$ cat src/rtl/pipe_ctrl_pkg.sv
// Shared types and defaults for the pipeline hazard controller.
package pipe_ctrl_pkg;

    localparam int unsigned REG_W_DEFAULT = 5;
    localparam int unsigned PEN_CNT_W     = 4;

    typedef enum logic [1:0] {
        StRun      = 2'd0,
        StMemWait  = 2'd1,
        StFlushing = 2'd2
    } state_e;

endpackage

$ cat src/rtl/pipe_ctrl_if.sv
// Hazard/control bundle between the pipeline datapath (master) and pipe_ctrl (slave).
interface pipe_ctrl_if #(
    parameter int unsigned REG_W = pipe_ctrl_pkg::REG_W_DEFAULT
);
    logic             MEM_BUSY;
    logic             ICACHE_BUSY;
    logic             MISPREDICT;
    logic             LOAD_IN_EX;
    logic [REG_W-1:0] EX_RT;
    logic [REG_W-1:0] ID_RS;
    logic [REG_W-1:0] ID_RT;
    logic             STALL_IF;
    logic             STALL_ID;
    logic             FLUSH_ID;
    logic             FLUSH_EX;
    logic             REDIRECT;

    modport master (
        output MEM_BUSY, ICACHE_BUSY, MISPREDICT, LOAD_IN_EX, EX_RT, ID_RS, ID_RT,
        input  STALL_IF, STALL_ID, FLUSH_ID, FLUSH_EX, REDIRECT
    );

    modport slave (
        input  MEM_BUSY, ICACHE_BUSY, MISPREDICT, LOAD_IN_EX, EX_RT, ID_RS, ID_RT,
        output STALL_IF, STALL_ID, FLUSH_ID, FLUSH_EX, REDIRECT
    );
endinterface

$ cat src/rtl/pipe_ctrl_hazard_detect.sv
// Load-use comparator: a load in EX whose nonzero destination feeds an ID source.
module hazard_detect #(
    parameter int unsigned REG_W = pipe_ctrl_pkg::REG_W_DEFAULT
) (
    input  logic             load_in_ex,
    input  logic [REG_W-1:0] ex_rt,
    input  logic [REG_W-1:0] id_rs,
    input  logic [REG_W-1:0] id_rt,
    output logic             hazard
);
    assign hazard = load_in_ex && (ex_rt != '0) && ((ex_rt == id_rs) || (ex_rt == id_rt));
endmodule

$ cat src/rtl/pipe_ctrl.sv
// Pipeline stall/flush controller (RUN / MEMWAIT / FLUSHING).
// Define PIPE_CTRL_STATS_EN to build the saturating stall/redirect counters.
module pipe_ctrl
    import pipe_ctrl_pkg::*;
#(
    parameter int unsigned MISP_PENALTY = 2,
    parameter int unsigned REG_W        = REG_W_DEFAULT
) (
    input  logic        CLK,
    input  logic        RESET,
    pipe_ctrl_if.slave  bus,
    output logic [31:0] STALL_CNT,
    output logic [31:0] FLUSH_CNT
);
    localparam logic [PEN_CNT_W-1:0] PenLoad = PEN_CNT_W'(MISP_PENALTY - 1);

    state_e               state_q, state_d, saved_q, saved_d, eff_state;
    logic [PEN_CNT_W-1:0] cnt_q, cnt_d;
    logic                 pend_q, pend_d;
    logic                 load_use, misp;
    logic                 stall_if, stall_id, flush_id, flush_ex, redirect;

    hazard_detect #(.REG_W(REG_W)) u_hazard (
        .load_in_ex (bus.LOAD_IN_EX),
        .ex_rt      (bus.EX_RT),
        .id_rs      (bus.ID_RS),
        .id_rt      (bus.ID_RT),
        .hazard     (load_use)
    );

    always_comb begin
        state_d   = state_q;
        saved_d   = saved_q;
        cnt_d     = cnt_q;
        pend_d    = pend_q;
        stall_if  = 1'b0;
        stall_id  = 1'b0;
        flush_id  = 1'b0;
        flush_ex  = 1'b0;
        redirect  = 1'b0;
        // Leaving MEMWAIT, this cycle already behaves as the state it resumes.
        eff_state = (state_q == StMemWait) ? saved_q : state_q;
        misp      = bus.MISPREDICT || pend_q;

        if (RESET) begin
            flush_id = 1'b1;
            flush_ex = 1'b1;
        end else if (bus.MEM_BUSY) begin
            stall_if = 1'b1;
            stall_id = 1'b1;
            state_d  = StMemWait;
            saved_d  = eff_state;
            pend_d   = misp;
        end else begin
            state_d = eff_state;
            pend_d  = 1'b0;
            if (misp) begin
                flush_id = 1'b1;
                flush_ex = 1'b1;
                redirect = 1'b1;
                if (MISP_PENALTY > 1) begin
                    state_d = StFlushing;
                    cnt_d   = PenLoad;
                end else begin
                    state_d = StRun;
                    cnt_d   = '0;
                end
            end else if (eff_state == StFlushing) begin
                flush_id = 1'b1;
                if (cnt_q <= PEN_CNT_W'(1)) begin
                    state_d = StRun;
                    cnt_d   = '0;
                end else begin
                    cnt_d = cnt_q - PEN_CNT_W'(1);
                end
            end else if (load_use) begin
                stall_if = 1'b1;
                stall_id = 1'b1;
                flush_ex = 1'b1;
            end else if (bus.ICACHE_BUSY) begin
                stall_if = 1'b1;
                flush_id = 1'b1;
            end
        end
    end

    always_ff @(posedge CLK) begin
        if (RESET) begin
            state_q <= StRun;
            saved_q <= StRun;
            cnt_q   <= '0;
            pend_q  <= 1'b0;
        end else begin
            state_q <= state_d;
            saved_q <= saved_d;
            cnt_q   <= cnt_d;
            pend_q  <= pend_d;
        end
    end

    assign bus.STALL_IF = stall_if;
    assign bus.STALL_ID = stall_id;
    assign bus.FLUSH_ID = flush_id;
    assign bus.FLUSH_EX = flush_ex;
    assign bus.REDIRECT = redirect;

`ifdef PIPE_CTRL_STATS_EN
    logic [31:0] stall_cnt_q, flush_cnt_q;

    always_ff @(posedge CLK) begin
        if (RESET) begin
            stall_cnt_q <= '0;
            flush_cnt_q <= '0;
        end else begin
            if (stall_if && (stall_cnt_q != 32'hFFFF_FFFF)) stall_cnt_q <= stall_cnt_q + 32'd1;
            if (redirect && (flush_cnt_q != 32'hFFFF_FFFF)) flush_cnt_q <= flush_cnt_q + 32'd1;
        end
    end

    assign STALL_CNT = stall_cnt_q;
    assign FLUSH_CNT = flush_cnt_q;
`else
    assign STALL_CNT = '0;
    assign FLUSH_CNT = '0;
`endif

endmodule

$ cat src/flat_wrapper.sv
// flat-port wrapper written by rule: the top's interface ports become plain ports
module pipe_ctrl_flat import pipe_ctrl_pkg::*;
#(
    parameter int unsigned MISP_PENALTY = 2,
    parameter int unsigned REG_W        = REG_W_DEFAULT
)
  (CLK, RESET, STALL_CNT, FLUSH_CNT, bus_MEM_BUSY, bus_ICACHE_BUSY, bus_MISPREDICT, bus_LOAD_IN_EX, bus_EX_RT, bus_ID_RS, bus_ID_RT, bus_STALL_IF, bus_STALL_ID, bus_FLUSH_ID, bus_FLUSH_EX, bus_REDIRECT);
  pipe_ctrl_if #(.REG_W(REG_W)) bus_i ();
  input  logic CLK;
  input  logic RESET;
  output logic [31:0] STALL_CNT;
  output logic [31:0] FLUSH_CNT;
  input wire logic [$bits(bus_i.MEM_BUSY)-1:0] bus_MEM_BUSY;
  input wire logic [$bits(bus_i.ICACHE_BUSY)-1:0] bus_ICACHE_BUSY;
  input wire logic [$bits(bus_i.MISPREDICT)-1:0] bus_MISPREDICT;
  input wire logic [$bits(bus_i.LOAD_IN_EX)-1:0] bus_LOAD_IN_EX;
  input wire logic [$bits(bus_i.EX_RT)-1:0] bus_EX_RT;
  input wire logic [$bits(bus_i.ID_RS)-1:0] bus_ID_RS;
  input wire logic [$bits(bus_i.ID_RT)-1:0] bus_ID_RT;
  output wire logic [$bits(bus_i.STALL_IF)-1:0] bus_STALL_IF;
  output wire logic [$bits(bus_i.STALL_ID)-1:0] bus_STALL_ID;
  output wire logic [$bits(bus_i.FLUSH_ID)-1:0] bus_FLUSH_ID;
  output wire logic [$bits(bus_i.FLUSH_EX)-1:0] bus_FLUSH_EX;
  output wire logic [$bits(bus_i.REDIRECT)-1:0] bus_REDIRECT;
  assign bus_i.MEM_BUSY = bus_MEM_BUSY;
  assign bus_i.ICACHE_BUSY = bus_ICACHE_BUSY;
  assign bus_i.MISPREDICT = bus_MISPREDICT;
  assign bus_i.LOAD_IN_EX = bus_LOAD_IN_EX;
  assign bus_i.EX_RT = bus_EX_RT;
  assign bus_i.ID_RS = bus_ID_RS;
  assign bus_i.ID_RT = bus_ID_RT;
  assign bus_STALL_IF = bus_i.STALL_IF;
  assign bus_STALL_ID = bus_i.STALL_ID;
  assign bus_FLUSH_ID = bus_i.FLUSH_ID;
  assign bus_FLUSH_EX = bus_i.FLUSH_EX;
  assign bus_REDIRECT = bus_i.REDIRECT;
  pipe_ctrl #(.MISP_PENALTY(MISP_PENALTY), .REG_W(REG_W)) u_core (.CLK(CLK), .RESET(RESET), .bus(bus_i), .STALL_CNT(STALL_CNT), .FLUSH_CNT(FLUSH_CNT));
endmodule
$ cat config.mk
export PLATFORM = sky130hd
export DESIGN_NAME = pipe_ctrl_flat
export DESIGN_NICKNAME = d
export VERILOG_FILES = /design/src/rtl/pipe_ctrl_pkg.sv /design/src/rtl/pipe_ctrl_if.sv /design/src/rtl/pipe_ctrl_hazard_detect.sv /design/src/rtl/pipe_ctrl.sv /design/src/flat_wrapper.sv
export SDC_FILE = /design/constraint.sdc
export NUM_CORES = 1
export LEC_CHECK = 0
export BUFFER_PORTS_ARGS = -buffer_cell sky130_fd_sc_hd__buf_2
export CORE_MARGIN = 2
export CORE_UTILIZATION = 45
export CTS_BUF_LIST = sky130_fd_sc_hd__clkbuf_8
export DETAILED_ROUTE_END_ITERATION = 10
export PLACE_DENSITY = 0.9
export SYNTH_ARGS = -nofsm -noshare
export SYNTH_HDL_FRONTEND = slang
export SYNTH_SLANG_ARGS = --single-unit
export TNS_END_PERCENT = 30
$ cat constraint.sdc
create_clock -name CLK -period 2.85 [get_ports CLK]
set_clock_uncertainty 0.05 [all_clocks]
set_input_delay 0 -clock CLK [delete_from_list [all_inputs] [get_ports CLK]]
set_output_delay 0 -clock CLK [all_outputs]
set_load 0.01 [all_outputs]
==> run_results.csv <==
group,metric,value,unit
floorplanning,initial_core_util,47.5,%
worst_setup_path,arrival,1.87,ns
cts,postCtsHoldBufs,0,
cts,cts_resized,0,
grt,grt_overflow,0,
layout,final_core_utilization,45.1,%
layout,fillers,266,
placement,post-place-ws,1.12,ns
grt,grt_use_met1,12.1,%
floorplanning,io_pins,90,
synth,postSynthAreaPerCell,8.19,um^2
grt,antenna_found_initial,0,
floorplanning,dieHeight,55.4,um
placement,place_congestion,0.761,
cts,cts.path.max_buffers,2,
sta,hold_viol,0,
cts,cts_tree,"done",
sta,fmaxAchievable,522,MHz
status,status,"finished, final reports clean",
routing,postRouteAntennaNets,0,
power,p_clk_share,35.8,%
routing,via_per_inst,4.32,
layout,final_cell_area,1130,um^2
sta,rsz0062_at_grt,"false",
min_path,hold_path_class,"in2reg",
synth,ys_async_sr_fraction,0,%
placement,portBuffers,25,
worst_setup_path,cp-start-kind,"flip-flop",
power,switching_share,35.7,%
floorplanning,die_w,55.4,um
layout,synthToLayoutAreaGrowth,-5.06,%
worst_setup_path,cp.required,2.80,ns
grt,gr-usage-met3,5.15,%
power,sequentialPowerShare,33.7,%
synth,synth_flop_cell,"dfxtp_1",
synth,synth_edf_count,0,
worst_setup_path,cp-end-kind,"output port",
sta,fin_crit_sh,67.2,%
grt,grt_pass1_vias,655,
floorplanning,core_area,2500,um^2
sta,setup_viol,0,
synth,ys_seq_area_share,15.2,%
routing,dr_total_vias,868,
cts,worstSkewPairLatency,0.24,ns
routing,detail_route.first_pass.iterations,3,
power,intPower,0.000272,W
flow_run,maxCapViolations,0,
power,p_comb_share,30.6,%
routing,routed_wl,1950,um
sta,layout_min_cycle_time,1.92,ns
grt,busiest_layer,"met2",
power,peakVddDrop,0.226,mV
worst_setup_path,critPathKind,"reg2out",
cts,cts_max_level,1,
grt,grt_util_met2,19.7,%
cts,cts_sinks,9,
floorplanning,rows,18,
floorplanning,die-area,3070,um^2
power,leakagePower,0.567,nW
grt,track_usage,11.3,%
synth,yosysUniqueCellTypes,35,
worst_setup_path,path_max_fanout,9,
synth,synthesis.area,1190,um^2
placement,placed_area,1080,um^2
cts,clk_pin_slew,0.05,ns
sta,setup_slack,0.934,ns
cts,cts_made_buffers,3,
routing,drt_iter0_markers,3,
layout,drive_gt1_share,19.9,%
layout,antenna_cells,0,
sta,tns,0,ns
synth,ys_warn_count,0,
power,switchingPower,0.000151,W
routing,wl_per_cell,9.70,um
routing,drc_errors,0,
placement,hpwl,1610,um
power,p_per_area,375,nW/um^2
grt,grt_pass1_wl,2770,um
synth,syn-instance-count,145,
sta,slew_violations,0,
synth,synth.ff_latch_count,9,
cts,cts_setup_buffers,0,
layout,finalNetCount,195,
grt,grt_max_degree,15,
cts,root_buffer,"clkbuf_8",
## registers in the layout, indices dropped and copies added (netlist names)
name and flops:
u_core.cnt_q 4, u_core.saved_q 2, u_core.state_q 2, u_core.pend_q 1
## final timing paths
path,startpoint,slack (ns),cells past startpoint,end
worst min-delay path,bus_MISPREDICT,0.02,3,u_core.pend_q$_SDFF_PP0_
worst max register to register,u_core.cnt_q[0]$_SDFFE_PP0P_,1.08,6,u_core.cnt_q[0]$_SDFFE_PP0P_
worst max-delay path,u_core.pend_q$_SDFF_PP0_,0.93,5,bus_STALL_IF
worst min register to register,u_core.cnt_q[1]$_SDFFE_PP0P_,0.44,2,u_core.cnt_q[1]$_SDFFE_PP0P_
## critical path: stages, from the launching register on
cell	delay, ns
dfxtp_1	0.31
nor2_2	0.30
a31oi_1	0.25
or3_1	0.40
o221ai_1	0.20
buf_2	0.17
## metrics by stage
stage	instances	power, W	hold slack, ns
2_1_floorplan	208	0.000304	0.121
3_3_place_gp	197	0.000269	0.261
3_5_place_dp	197	0.000271	0.265
4_1_cts	201	0.000427	0.0146
5_1_grt	201	0.000450	0.0450
6_report	201	0.000423	0.0227
## power groups by stage
stage | clock, W | combinational, W | sequential [W]
floorplan | 0 | 0.000162 | 0.000142
global placement | 0 | 0.000125 | 0.000145
detailed placement | 0 | 0.000127 | 0.000144
CTS | 0.000158 | 0.000127 | 0.000142
global route | 0.000165 | 0.000142 | 0.000143
finish | 0.000151 | 0.000129 | 0.000142
## final cells by class
class                           count  area, um^2  area share [%]
Multi-Input combinational cell    130         727            64.5
Sequential cell                     9         180            16.0
Timing Repair Buffer               25         125            11.1
Clock buffer                        3        41.3            3.66
Tap cell                           30        37.5            3.33
Inverter                            3        11.3           0.999
Clock inverter                      1        5.00           0.444
## synth_stat cells, types with 2 or more instances
library cell / count / area (um^2)
buf_4: 64 / 480
xor2_1: 10 / 87.6
dfxtp_1: 9 / 180
nor2_1: 8 / 30.0
a21oi_1: 5 / 25.0
nor3_1: 5 / 25.0
a211oi_1: 3 / 22.5
inv_1: 3 / 11.3
nand2b_1: 3 / 18.8
o21ai_0: 3 / 15.0
or3_1: 3 / 18.8
ha_1: 2 / 25.0
nand2_1: 2 / 7.51
nor2b_1: 2 / 12.5
o21a_1: 2 / 15.0
o41ai_1: 2 / 17.5
## routing by layer
metal	part of all wire, %	vias up
met1	37	396
met5	0	-
met4	0.72	0
met2	52	49
met3	10	2
li1	-	421
## kinds of logic after synthesis
kind of cell,after synthesis,synth area share (%)
AO/OA/AOI/OAI,26,17.2
XOR/XNOR,10,7.38
adder cells (fa/ha/maj),2,2.11
buffers and inverters,69,43.5
flip-flops,9,15.2
other,1,0.316
AND/OR/NAND/NOR,28,14.3
## cell usage in the layout (no fill, tap or decap), types with 3 or more instances in the layout
cell and instances:
conb_1 64, buf_2 25, xor2_1 10, dfxtp_1 9, nor2_1 8, nor3_1 5
a21oi_1 5, inv_1 3, nand2b_1 3, o21ai_0 3, or3_1 3, a211oi_1 3
clkbuf_8 3
(Power assumes the default switching activity.)
